### src/rtl/servo_pwm_capture.sv
`timescale 1ns / 1ps
// ----------------------------------------------------------------------------
// servo_pwm_capture
//
// Measures an incoming servo-style PWM line in i_Clk cycles. Each pulse's
// high time and its rising-to-rising period are captured. The pair is
// published on the rise that closes the period. That rise also starts the
// next measurement, so back-to-back pulses are never lost. Widths outside
// [c_MIN_PULSE, c_MAX_PULSE] are flagged. A line with no edge for c_TIMEOUT
// cycles is declared dead.
//
// Ports
//   i_Clk          system clock
//   i_Rst_n        asynchronous active-low reset
//   i_Pwm          asynchronous PWM input
//   o_Pulse_Width  last measured high time (cycles)
//   o_Period       last measured rising-to-rising period (cycles)
//   o_Valid        one-cycle strobe when o_Pulse_Width / o_Period update
//   o_Range_Err    last captured width is outside [c_MIN_PULSE, c_MAX_PULSE]
//   o_Timeout      sticky dead-line flag, cleared by the next o_Valid
//
// Parameters must satisfy c_MIN_PULSE <= c_MAX_PULSE < c_TIMEOUT < 2**c_WIDTH.
// ----------------------------------------------------------------------------
module servo_pwm_capture #(
    parameter int unsigned c_WIDTH     = 24,
    parameter int unsigned c_MIN_PULSE = 50000,
    parameter int unsigned c_MAX_PULSE = 250000,
    parameter int unsigned c_TIMEOUT   = 4000000
) (
    input  logic               i_Clk,
    input  logic               i_Rst_n,
    input  logic               i_Pwm,
    output logic [c_WIDTH-1:0] o_Pulse_Width,
    output logic [c_WIDTH-1:0] o_Period,
    output logic               o_Valid,
    output logic               o_Range_Err,
    output logic               o_Timeout
);

    typedef enum logic [1:0] {
        ST_IDLE,
        ST_HIGH,
        ST_LOW
    } state_t;

    localparam logic [c_WIDTH-1:0] c_ONE       = c_WIDTH'(1);
    localparam logic [c_WIDTH-1:0] c_MIN_W     = c_WIDTH'(c_MIN_PULSE);
    localparam logic [c_WIDTH-1:0] c_MAX_W     = c_WIDTH'(c_MAX_PULSE);
    localparam logic [c_WIDTH-1:0] c_IDLE_LAST = c_WIDTH'(c_TIMEOUT - 1);

    // Counters stop at all-ones instead of wrapping, so a long pulse never
    // comes back as a small, plausible-looking number.
    function automatic logic [c_WIDTH-1:0] sat_inc(input logic [c_WIDTH-1:0] v);
        return (&v) ? v : v + c_ONE;
    endfunction

    logic meta;
    logic sync;
    logic sync_d;
    logic rise;
    logic fall;
    logic idle_expired;

    state_t             state;
    logic [c_WIDTH-1:0] high_cnt;
    logic [c_WIDTH-1:0] per_cnt;
    logic [c_WIDTH-1:0] idle_cnt;

    // Two-flop synchronizer followed by one delay stage for edge detection.
    // NOTE: sequential state uses non-blocking assignments only, so every flop
    // samples the pre-edge value of its neighbour. A blocking assignment
    // here would collapse the chain into a single flop.
    always_ff @(posedge i_Clk or negedge i_Rst_n) begin
        if (!i_Rst_n) begin
            meta   <= 1'b0;
            sync   <= 1'b0;
            sync_d <= 1'b0;
        end else begin
            meta   <= i_Pwm;
            sync   <= meta;
            sync_d <= sync;
        end
    end

    assign rise = sync & ~sync_d;
    assign fall = ~sync & sync_d;

    // An edge in the same cycle as the timeout wins, so expiry is masked by it.
    assign idle_expired = (idle_cnt == c_IDLE_LAST) && !(rise || fall);

    always_ff @(posedge i_Clk or negedge i_Rst_n) begin
        if (!i_Rst_n) begin
            state         <= ST_IDLE;
            high_cnt      <= '0;
            per_cnt       <= '0;
            idle_cnt      <= '0;
            o_Pulse_Width <= '0;
            o_Period      <= '0;
            o_Valid       <= 1'b0;
            o_Range_Err   <= 1'b0;
            o_Timeout     <= 1'b0;
        end else begin
            // NOTE: the strobe defaults low at the top of the clocked block.
            // Any branch below that does not assert it therefore yields a
            // single-cycle pulse, and the block needs no else-branch on
            // every path.
            o_Valid <= 1'b0;

            // The edge-free cycle counter holds at its terminal value, so
            // the dead-line condition stays true while the line is stuck.
            if (rise || fall) begin
                idle_cnt <= '0;
            end else if (idle_cnt != c_IDLE_LAST) begin
                idle_cnt <= idle_cnt + c_ONE;
            end

            case (state)
                ST_IDLE: begin
                    if (rise) begin
                        high_cnt <= c_ONE;
                        per_cnt  <= c_ONE;
                        state    <= ST_HIGH;
                    end else if (idle_expired) begin
                        o_Timeout <= 1'b1;
                    end
                end

                ST_HIGH: begin
                    if (fall) begin
                        // sync is already 0 here, so high_cnt is frozen at
                        // the number of cycles the line was high.
                        per_cnt <= sat_inc(per_cnt);
                        state   <= ST_LOW;
                    end else if (idle_expired) begin
                        o_Timeout <= 1'b1;
                        state     <= ST_IDLE;
                    end else begin
                        high_cnt <= sat_inc(high_cnt);
                        per_cnt  <= sat_inc(per_cnt);
                    end
                end

                ST_LOW: begin
                    if (rise) begin
                        // The closing rise publishes the finished measurement
                        // and opens the next one in the same cycle.
                        o_Pulse_Width <= high_cnt;
                        o_Period      <= per_cnt;
                        o_Range_Err   <= (high_cnt < c_MIN_W) || (high_cnt > c_MAX_W);
                        o_Valid       <= 1'b1;
                        o_Timeout     <= 1'b0;
                        high_cnt      <= c_ONE;
                        per_cnt       <= c_ONE;
                        state         <= ST_HIGH;
                    end else if (idle_expired) begin
                        o_Timeout <= 1'b1;
                        state     <= ST_IDLE;
                    end else begin
                        per_cnt <= sat_inc(per_cnt);
                    end
                end

                default: state <= ST_IDLE;
            endcase
        end
    end

endmodule
### config.mk
export PLATFORM = sky130hd
export DESIGN_NAME = servo_pwm_capture
export DESIGN_NICKNAME = d
export VERILOG_FILES = /design/src/rtl/servo_pwm_capture.sv
export SDC_FILE = /design/constraint.sdc
export NUM_CORES = 1
export LEC_CHECK = 0
export BUFFER_PORTS_ARGS = -buffer_cell sky130_fd_sc_hd__buf_4
export CAP_MARGIN = 10
export CORE_MARGIN = 2
export CORE_UTILIZATION = 55
export CTS_BUF_LIST = sky130_fd_sc_hd__clkbuf_4
export DETAILED_ROUTE_END_ITERATION = 10
export MAX_ROUTING_LAYER = met4
export PLACE_DENSITY = 0.79
export SETUP_SLACK_MARGIN = 0.02
export SYNTH_ARGS = -nofsm -noshare
export SYNTH_HDL_FRONTEND = slang
export SYNTH_SLANG_ARGS = --single-unit
### constraint.sdc
create_clock -name i_Clk -period 3.25 [get_ports i_Clk]
set_input_delay 0.325 -clock i_Clk [delete_from_list [all_inputs] [get_ports i_Clk]]
set_output_delay 0.325 -clock i_Clk [all_outputs]
set_load 0.01 [all_outputs]
### Word-level counts from Yosys, hierarchy flattened

Cells that the tools add are included.

| word-level totals | value |
|---|---|
| flip-flop bits (word level) | 128 |
| word-level logic and storage cells | 70 |

| cells by class | value |
|---|---|
| mux-type cells | 24 |
| bitwise gates (word level) | 4 |
| add/sub/neg operators | 3 |
| equality and inequality tests | 10 |
| reductions and logical operators | 15 |
| $lt $le $gt $ge | 2 |

Operators with widths:

| cell | count |
|---|---|
| $mux W24 | 10 |
| $add A24 B1 Y24 const B | 3 |
| $pmux W24 S3 | 1 |
| $pmux W24 S2 | 1 |
| $reduce_and A24 Y1 | 2 |
| $eq A24 B22 Y1 const B | 1 |
| $gt A24 B18 Y1 const B | 1 |
| $lt A24 B16 Y1 const B | 1 |
| $ne A24 B22 Y1 const B | 1 |
| $ne A2 B2 Y1 const B | 5 |
| $mux W2 | 4 |
| $mux W1 | 6 |
| $pmux W2 S3 | 1 |
| $reduce_and A5 Y1 | 1 |
| $reduce_and A2 Y1 | 2 |
| $reduce_bool A2 Y1 | 2 |
| $pmux W1 S3 | 1 |
| $reduce_and A3 Y1 | 1 |
| $reduce_bool A3 Y1 | 1 |
| $and A1 B1 Y1 | 2 |
| $eq A2 B1 Y1 const B | 1 |
| $eq A2 B2 Y1 const B | 1 |
| $logic_not A2 Y1 | 1 |
| $logic_or A1 B1 Y1 | 2 |
| 5 further kinds | 6 |

### Depth between registers and ports, before layout

Gate-level depths: netlist of the first run.

| logic depth | value |
|---|---|
| depth after elaboration | 8 |
| mapped depth | 9 |
| depth with buffers taken out | 7 |

### Worst setup path after synthesis of the first run

Ideal clock, no wire load.

| timing path | value |
|---|---|
| path type | flip-flop to flip-flop |
| start | register idle_cnt[8] |
| end | register high_cnt[4] |
| slack | 1077 ps |
| arrival time | 2047 ps |
| clock period less this slack | 2173 ps |
| cell stages (with the launch flop) | 7 |
| cells stage by stage | dfrtp_1 > or4_4 > nor4_2 > buf_4 > a41o_2 > nor2_1 > a221o_1 |

| on the way | value |
|---|---|
| cells in the longest elaborated chain, start to end | 4 |

Ends and longest elaborated chain:

| element | line | source |
|---|---|---|
| start, declared | 67 | `logic [c_WIDTH-1:0] idle_cnt;` |
| start signal, assigned | 114 | `idle_cnt <= idle_cnt + c_ONE;` |
| $eq A24 B22 Y1 | 89 | `assign idle_expired = (idle_cnt == c_IDLE_LAST) && !(rise \|\| fall);` |
| $logic_and A1 B1 Y1 | 89 |  |
| $ne A2 B2 Y1 (no line) | - |  |
| $reduce_and A5 Y1 (no line) | - |  |
| end signal, assigned | 120 | `high_cnt <= c_ONE;` |
| end signal, assigned | 138 | `high_cnt <= sat_inc(high_cnt);` |
| end signal, assigned | 152 | `high_cnt <= c_ONE;` |
| end, declared | 65 | `logic [c_WIDTH-1:0] high_cnt;` |

Every way passes these cells.
A chain may end at the register's enable or synchronous reset.

### Worst setup path in the final report of the first run

| timing path | value |
|---|---|
| start | register idle_cnt[0] |
| end | register high_cnt[3] |

Same word-level chain as after synthesis.

==> results of run 1 <==
[Yosys cell counts, types with 4 or more instances]
cell type | n | area, µm²
nand2_1 | 176 | 661
dfrtp_1 | 128 | 3200
nor2_1 | 45 | 169
nand3_1 | 34 | 170
clkbuf_1 | 32 | 120
o31ai_1 | 27 | 203
o21ai_0 | 25 | 125
inv_1 | 21 | 78.8
nand4_1 | 20 | 125
nor3_1 | 20 | 100
a21oi_1 | 19 | 95.1
a31oi_1 | 17 | 106
nor4_1 | 17 | 106
xnor2_1 | 17 | 149
and3_1 | 11 | 68.8
ha_1 | 10 | 125
and2_1 | 9 | 56.3
a41oi_1 | 8 | 70.1
and4_1 | 8 | 70.1
a211oi_1 | 7 | 52.6
o41ai_1 | 7 | 61.3
or3_1 | 7 | 43.8
nand2b_1 | 6 | 37.5
or4_1 | 6 | 45.0
buf_2 | 5 | 25.0
o311ai_0 | 4 | 35.0
or2_2 | 4 | 25.0
[sequential cells by signal, summed over array words and instances, names as in the netlist, 2 cells and up]
signal and cells:
o_Pulse_Width 24, idle_cnt 24, per_cnt 24, o_Period 24, high_cnt 24, state 2
[per-layer routing]
layer	part of all wire, %	GRT usage (%)
met2	45	41.8
met4	1.6	9.40
met3	7.4	5.59
met1	46	39.9
met5	0	-
[power groups by stage]
| stage | Combinational [mW] | Clock [mW] | Sequential (mW) |
|---|---|---|---|
| global placement | 1.14 | 0 | 1.81 |
| detailed placement | 1.17 | 0 | 1.81 |
| global route | 1.33 | 1.28 | 1.80 |
| CTS | 1.18 | 1.22 | 1.78 |
| floorplan | 0.823 | 0 | 1.80 |
| finish | 1.20 | 1.19 | 1.78 |
[logic make-up after synthesis]
| logic type | share of synthesized area (%) |
|---|---|
| buf+inv | 4.28 |
| compound gates | 16.8 |
| flops | 47.4 |
| mux | 0.148 |
| xor+xnor | 2.33 |
| fa+ha+maj | 1.85 |
| simple gates | 27.2 |
[final timing paths]
| kind | endpoint | slack (ns) | depth (start not counted) | startpoint |
|---|---|---|---|---|
| max reg2reg | high_cnt[3] | 0.62 | 6 | idle_cnt[0] |
| min | o_Pulse_Width[21] | 0.33 | 2 | i_Rst_n |
| max in group asynchronous | high_cnt[5] | 2.09 | 3 | i_Rst_n |
| min reg2reg | sync | 0.38 | 0 | meta |
| max | high_cnt[3] | 0.62 | 6 | idle_cnt[0] |
| min in group i_Clk | sync | 0.38 | 0 | meta |
[through the flow]
stage / total power, mW / std cells
after floorplan: 2.63 / 762
after global placement: 2.94 / 931
after detailed placement: 2.98 / 931
after CTS: 4.18 / 965
after global routing: 4.41 / 966
final: 4.17 / 966
[area by class of cell]
type | instances | area, µm² | share of cell area, %
Timing Repair Buffer | 69 | 536 | 7.05
Tap cell | 147 | 184 | 2.42
Multi-Input combinational cell | 566 | 3270 | 43.1
Inverter | 23 | 86.3 | 1.14
Antenna cell | 1 | 2.50 | 0.0329
Sequential cell | 128 | 3200 | 42.2
Clock inverter | 15 | 186 | 2.45
Clock buffer | 17 | 128 | 1.68
[what timing repair did]
| item | 4_1_cts | 5_1_grt |
|---|---|---|
| hold buffers | 2 | 0 |
| hold endpoints to repair | 56 | 0 |
| gates resized for setup | 0 | 0 |
[worst max-delay path, stage by stage, from the launching register on]
cell	delay, ns
dfrtp_1	0.41
ha_1	0.20
nand3_1	0.14
nor2_1	0.71
a41o_2	0.62
nor2_1	0.14
a221o_1	0.32
==> run metrics, run 1 <==
outcome=finished, final reports clean; drt initial violations=around 580; Starting Density=about 56%; CP arrival=~3.1 ns; antenna-violating nets left=0; Max Cap Viol=0; dominant synthesized flop cell=dfrtp_1; # IOs=54; Hold Path Class=primary input to async pin; Yosys Warn Count=0; DIE AREA=approximately 0.013 mm²; Mapped Cells=between 700 and 800; Max Transition Viols Final=0; final instance area=between 0.007 and 0.008 mm²; min cycle time layout=between 2 and 3 ns; Critical Path End Type=flip-flop; root buf cell=clkbuf_4; Flop pwr share=between 40% and 50%; clock tree buffer depth=2; final hold slack=about 0.33 ns; routed length per placed instance=17.6 µm; global-route wire length before repair=around 29,000 µm; most frequent cells in the layout=nand2_1, dfrtp_1, buf_4; Setup Total Neg Slack=0 ns; Least-Margin Pin Slew=around 0.89 ns; Vias/cell=between 6 and 7; GP Congestion=0.968; Clock transition at path regs=~0.13 ns; CTS Sinks=~130; flops & latches, synth=roughly 130; crit share post-route=81.1%; unique cell type count in the Yosys netlist=74; initial antenna violation count=1; average instance area after synthesis=roughly 8.9 µm²; total gr overflow=0; CTS tree=done; clock share of power=28.5%; drt first pass iters=5; area delta synth->final=12.5%; vias in the first global route=between 5,000 and 6,000; final wirelength=between 15,000 and 20,000 µm; maximum VDD drop=around 0.45 mV; Final setup viols=0; crit path launch type=flip-flop; CP max FO=24; GRT Util Overall=between 20 and 30%; worst skew pair latency=approximately 0.58 ns; skew final=around 0.019 ns; max_slew headroom=around two fifths; Int Pwr=2.62 mW; Crit path required time=around 3.7 ns; via count=roughly 6,000; drt drc=0; fill count=between 1,000 and 1,500; final core occ=about 63%; final hold viol count=0; EDFF count, synth=0; asr flop ratio synth=between 90% and 100%; core area=0.0120 mm²; CTS H-Tree Depth=4; fraction of layout cells with a size suffix above 1=between 10% and 20%; Net Count, Synth=between 700 and 800; sw power=1.55 mW; Die H=115 µm; Pleak=between 3 and 4 nW; Switching Fraction=between 30% and 40%; nets=roughly 820; die width=approximately 110 µm; Rows=40; pin count of the biggest net entering global routing=58; Post-DP Area=~0.0073 mm²; DP Worst Slack=approximately 0.68 ns; Logic pwr share=~29%; Num CTS Buffers=17; most common cell after layout, fill and taps aside=nand2_1; mapped cell area=around 0.0068 mm²; buffers inserted by post-CTS timing repair=0; PnR worst setup slack=between 0.6 and 0.7 ns; crit path kind=flip-flop to flip-flop; Pwr Density=548 mW/mm²; register area share after synthesis=47.4%; input/output buffers=53; RSZ-0062 raised after global routing=no; Detailed Place HPWL=approximately 12,000 µm; Fmax=380 MHz
Note: power is estimated with default switching activity, not from simulation.
==> inputs of run 2 (changes only) <==
Settings changed: PLACE_DENSITY 0.79 to 0.82.
Clock period 3.25 ns to 2.4 ns, I/O delays scaled along.
==> run 2 against run 1 <==
Effect of this change: clock power is 33% higher; largest power group unchanged; final cell count rose by 3.3%; sequential power rose by 35%; non-clock buffer count grew 33; flip-flop and latch count unchanged; utilization is 2.4 points higher; global-route usage rose by 0.60 points; critical path depth unchanged; clock skew is 0.0013 ns lower; combinational power grew 49%.
==> run metrics, run 2 (synthesis gave the netlist of run 1 again) <==
outcome=finished, final reports clean (unchanged); GRT Util Overall=29.0% (was 28.4%); final hold viol count=0 (unchanged); Clock transition at path regs=0.13 ns (about the same); ant diodes=0 (was 1); Crit path required time=2.91 ns (was 3.73 ns); clock tree buffer depth=2 (unchanged); buffers inserted by post-CTS timing repair=0 (unchanged); input/output buffers=53 (unchanged); crit share post-route=96.0% (was 81.1%); CTS tree=done (unchanged); RSZ-0062 raised after global routing=yes (was no); most common cell after layout, fill and taps aside=nand2_1 (unchanged); global-route wire length before repair=29,500 µm (was 28,800 µm); drt drc=0 (unchanged); CTS Sinks=128 (unchanged); fraction of layout cells with a size suffix above 1=19.0% (was 14.7%); Rows=40 (unchanged); min cycle time layout=2.30 ns (was 2.63 ns); max_slew headroom=50.4% (was 40.2%); Starting Density=56.2% (unchanged); GP Congestion=0.942 (was 0.968); antenna-violating nets left=0 (unchanged); initial antenna violation count=0 (was 1); CP arrival=2.81 ns (was 3.11 ns); R2R depth=6 (unchanged); skew final=0.0177 ns (was 0.0190 ns); via count=6,358 (was 6,086); maximum VDD drop=0.481 mV (was 0.447 mV); drt initial violations=580 (was 578); R2R Path Start=idle_cnt[9] (was idle_cnt[0]); DIE AREA=0.0132 mm² (unchanged); worst skew pair latency=0.58 ns (about the same); R2R setup slack=0.1 ns (was 0.62 ns); crit path launch type=flip-flop (unchanged); Critical Path Most Common Cell=or4_4 (was nor2_1); Vias/cell=6.37 (was 6.30); nets=851 (was 818); CP max FO=8 (was 24); Die H=115 µm (unchanged); crit path kind=flip-flop to flip-flop (unchanged); Max Cap Viol=0 (unchanged); Detailed Place HPWL=12,400 µm (was 11,800 µm); CTS H-Tree Depth=4 (unchanged); routed length per placed instance=18.1 µm (was 17.6 µm); root buf cell=clkbuf_4 (unchanged); vias in the first global route=6,019 (was 5,678); total gr overflow=0 (unchanged); drt first pass iters=7 (was 5); largest stage delay on the critical path=0.60 ns (was 0.71 ns); Num CTS Buffers=17 (unchanged); Final Total Pwr=5.78 mW (was 4.17 mW); Pwr Density=733 mW/mm² (was 548 mW/mm²); Fmax=434 MHz (was 380 MHz); area delta synth->final=16.9% (was 12.5%); # IOs=54 (unchanged); Least-Margin Pin Slew=0.737 ns (was 0.894 ns); CP max stage cell=or4_4 (was nor2_1); pin count of the biggest net entering global routing=57 (was 58); Critical Path End Type=flip-flop (unchanged); Pleak=3.59 nW (was 3.41 nW); final wirelength=18,100 µm (was 17,000 µm); Max Transition Viols Final=0 (unchanged); die width=115 µm (unchanged); final hold slack=0.199 ns (was 0.330 ns); FF-to-FF End=per_cnt[11] (was high_cnt[3]); Hold Path Class=primary input to async pin (unchanged); core area=0.0120 mm² (unchanged); most frequent cells in the layout=nand2_1, dfrtp_1, buf_4 (unchanged); crit path cell chain=or4_4 -> or4_4 -> a2bb2o_4 -> buf_4 -> o41ai_1 -> mux2i_1 (was ha_1 -> nand3_1 -> nor2_1 -> a41o_2 -> nor2_1 -> a221o_1); Final setup viols=0 (unchanged)
run 2: cell types whose count changed in the layout (fill, tap and decap cells not counted), sizes merged:
cell,before,now
buf,67,100
clkinv,6,10
inv,25,22
clkinvlp,4,2
clkbuf,17,18
diode,1,0
run 2: worst max path at each step:
| stage | from | end | slack [ns] | cells past startpoint |
|---|---|---|---|---|
| detailed placement | high_cnt[0] | o_Range_Err | 0.08 | 7 |
| global route | idle_cnt[9] | high_cnt[23] | -0.03 | 6 |
| finish | idle_cnt[9] | per_cnt[11] | 0.1 | 6 |
| CTS | high_cnt[0] | o_Range_Err | 0.05 | 7 |
| global placement | per_cnt[9] | per_cnt[21] | 0.12 | 5 |
| floorplan | idle_cnt[8] | high_cnt[4] | 0.23 | 6 |
run 2: cell type report:
type	count	area, µm²
Clock buffer	18	135
Clock inverter	14	168
Fill cell	989	4120
Inverter	23	86.3
Multi-Input combinational cell	566	3320
Sequential cell	128	3200
Tap cell	147	184
Timing Repair Buffer	102	796
run 2: repair_timing:
| action | CTS | global route |
|---|---|---|
| gates resized for setup | 0 | 14 |
| hold buffers | 2 | 0 |
| endpoints found under the hold margin | 45 | 0 |
| setup endpoints to repair | 0 | 33 |
run 2: power breakdown:
group          switching [mW]  total [mW]  internal [mW]  leakage (nW)
Clock                   0.851        1.58          0.730         0.159
Sequential              0.134        2.41           2.28          1.76
Combinational            1.16        1.79          0.633          1.67
run 2: metal layers:
| metal | GRT usage (%) | wire [µm] | vias up |
|---|---|---|---|
| met3 | 5.80 | 1460 | 45 |
| li1 | - | - | 2929 |
| met1 | 38.5 | 7740 | 3069 |
| met2 | 43.9 | 8410 | 315 |
| met5 | - | 0 | - |
| met4 | 12.1 | 444 | 0 |
run 2: stage by stage:
stage	TNS (ns)	instance area, µm²	utilization (%)	setup slack (ns)	cells
after floorplan	0	6750	-	0.227	762
after global placement	0	7520	62.6	0.123	964
after detailed placement	0	7520	62.6	0.0796	964
after CTS	0	7850	65.3	0.0495	998
after global routing	-0.0420	7890	65.7	-0.0312	998
final	0	7890	65.7	0.0971	998
run 2: worst max-delay path, delay by kind of cell, from the launching register on:
family	cells	cell delay (ns)
AOI/OAI and AO/OA	2	0.33
buffers and inverters	1	0.15
DFF	1	0.46
and+or+nand+nor	2	1.14
muxes	1	0.16
==> inputs of run 3 (changes only) <==
Settings changed: PLACE_DENSITY 0.82 to 0.79.
Clock period 2.4 ns to 2.37 ns, I/O delays scaled along.
==> run 3 against run 2 <==
Effect of this change: final cell count is 1.9% higher; critical path depth unchanged; power is 2.4% higher; global-route usage rose by 0.58 points; first-iteration DRC count decreased by 1.9%; register-to-register slack lost 0.05 ns; wire length decreased by 1.6%; flip-flop and latch count stayed put; combinational power increased by 3%; clock skew grew 0.00095 ns; fmax decreased by 0.82%; clock power up 4%; critical path type unchanged; largest cell class unchanged; largest power group unchanged.
==> run metrics, run 3 (synthesis gave the netlist of run 1 again) <==
CTS Sinks=128 (unchanged); drt first pass iters=5 (was 7); worst skew pair latency=0.57 ns (was 0.58 ns); ant diodes=0 (unchanged); final wirelength=17,800 µm (was 18,100 µm); skew final=0.0187 ns (was 0.0177 ns); Setup Total Neg Slack=0 ns (unchanged); drt initial violations=569 (was 580); input/output buffers=53 (unchanged); CP max FO=8 (unchanged); most frequent cells in the layout=nand2_1, dfrtp_1, buf_4 (unchanged); crit path launch type=flip-flop (unchanged); Pleak=3.69 nW (was 3.59 nW); routed length per placed instance=17.5 µm (was 18.1 µm); via count=6,348 (was 6,358); maximum VDD drop=0.457 mV (was 0.481 mV); final hold viol count=0 (unchanged); R2R depth=6 (unchanged); core area=0.0120 mm² (unchanged); area delta synth->final=19.0% (was 16.9%); total gr overflow=0 (unchanged); RSZ-0062 raised after global routing=yes (unchanged); final hold slack=0.160 ns (was 0.199 ns); CTS tree=done (unchanged); R2R setup slack=0.05 ns (was 0.1 ns); Fmax=431 MHz (was 434 MHz); GRT Util Overall=29.6% (was 29.0%); Starting Density=56.2% (unchanged); max_slew headroom=58.1% (was 50.4%); die width=115 µm (unchanged); Clock transition at path regs=0.11 ns (was 0.13 ns); DIE AREA=0.0132 mm² (unchanged); most common cell after layout, fill and taps aside=nand2_1 (unchanged); vias in the first global route=6,043 (was 6,019); CP arrival=2.75 ns (was 2.81 ns); FF-to-FF End=high_cnt[23] (was per_cnt[11]); # IOs=54 (unchanged); antenna-violating nets left=0 (unchanged); nets=870 (was 851); Vias/cell=6.24 (was 6.37); clock tree buffer depth=2 (unchanged); CTS H-Tree Depth=4 (unchanged); Critical Path End Type=flip-flop (unchanged); global-route wire length before repair=30,100 µm (was 29,500 µm); drt drc=0 (unchanged); min cycle time layout=2.32 ns (was 2.30 ns); Crit path required time=2.80 ns (was 2.91 ns); GP Congestion=0.968 (was 0.942); Rows=40 (unchanged); Hold Path Class=primary input to async pin (unchanged); fraction of layout cells with a size suffix above 1=20.1% (was 19.0%); R2R Path Start=idle_cnt[8] (was idle_cnt[9]); Least-Margin Pin Slew=0.623 ns (was 0.737 ns); outcome=finished, final reports clean (unchanged); Max Transition Viols Final=0 (unchanged); Pwr Density=737 mW/mm² (was 733 mW/mm²); Detailed Place HPWL=12,400 µm (about the same); root buf cell=clkbuf_4 (unchanged); crit path kind=flip-flop to flip-flop (unchanged); Max Cap Viol=0 (unchanged); Final setup viols=0 (unchanged); Num CTS Buffers=17 (unchanged); initial antenna violation count=0 (unchanged); pin count of the biggest net entering global routing=57 (unchanged); Die H=115 µm (unchanged); crit share post-route=98.0% (was 96.0%)
## run 3: changes by cell type in the layout (fill, tap and decap cells not counted), moves of 2 or more
cell / before / now
clkinv_2: 3 / 5
clkinv_4: 5 / 0
buf_4: 98 / 116
clkinv_1: 2 / 4
## run 3: worst max-delay path by stage
stage	from	endpoint	slack (ns)	depth (start not counted)
5_1_grt	idle_cnt[22]	high_cnt[23]	-0.02	6
3_3_place_gp	high_cnt[1]	o_Range_Err	0.11	7
2_1_floorplan	idle_cnt[8]	high_cnt[4]	0.20	6
4_1_cts	high_cnt[1]	o_Range_Err	0.02	7
3_5_place_dp	idle_cnt[8]	per_cnt[14]	0.06	5
6_report	idle_cnt[8]	high_cnt[23]	0.05	6
## run 3: timing repair
action | CTS | global route
endpoints found under the setup margin | 0 | 14
buffers inserted | 0 | 3
hold buffers | 2 | 0
endpoints found under the hold margin | 34 | 0
gates resized for setup | 0 | 8
## run 3: worst max-delay path, cell delays in order, from the launching register on
cell      delay (ns)
dfrtp_1         0.40
or4_4           0.56
nor4_2          0.43
a41oi_1         0.31
nand2_2         0.17
buf_4           0.17
o311ai_0        0.13
## run 3: metrics by stage
stage	cell area, µm²	worst slack [ns]	power [mW]	instances	util, %
finish	8030	0.0481	5.92	1017	66.9
global route	8030	-0.0216	6.24	1017	66.9
CTS	7970	0.0201	5.89	1014	66.3
detailed placement	7640	0.0627	4.24	980	63.6
global placement	7640	0.111	4.19	980	63.6
floorplan	6750	0.197	3.60	762	-
## run 3: cell type report
| class | count | area, µm² |
|---|---|---|
| Clock inverter | 14 | 171 |
| Sequential cell | 128 | 3200 |
| Timing Repair Buffer | 121 | 951 |
| Multi-Input combinational cell | 566 | 3300 |
| Inverter | 23 | 86.3 |
| Clock buffer | 18 | 135 |
| Fill cell | 982 | 3980 |
| Tap cell | 147 | 184 |
## run 3: layer usage
metal / track usage, % / share of wire (%)
met5: - / 0
met4: 11.6 / 1.9
met3: 5.11 / 7.0
met2: 44.3 / 47
met1: 40.5 / 45
## run 3: power by group
group | leakage, nW | switching, mW | internal [mW]
sequential | 1.76 | 0.131 | 2.31
clock | 0.164 | 0.813 | 0.827
combinational | 1.76 | 1.17 | 0.671
total | 3.69 | 2.12 | 3.81
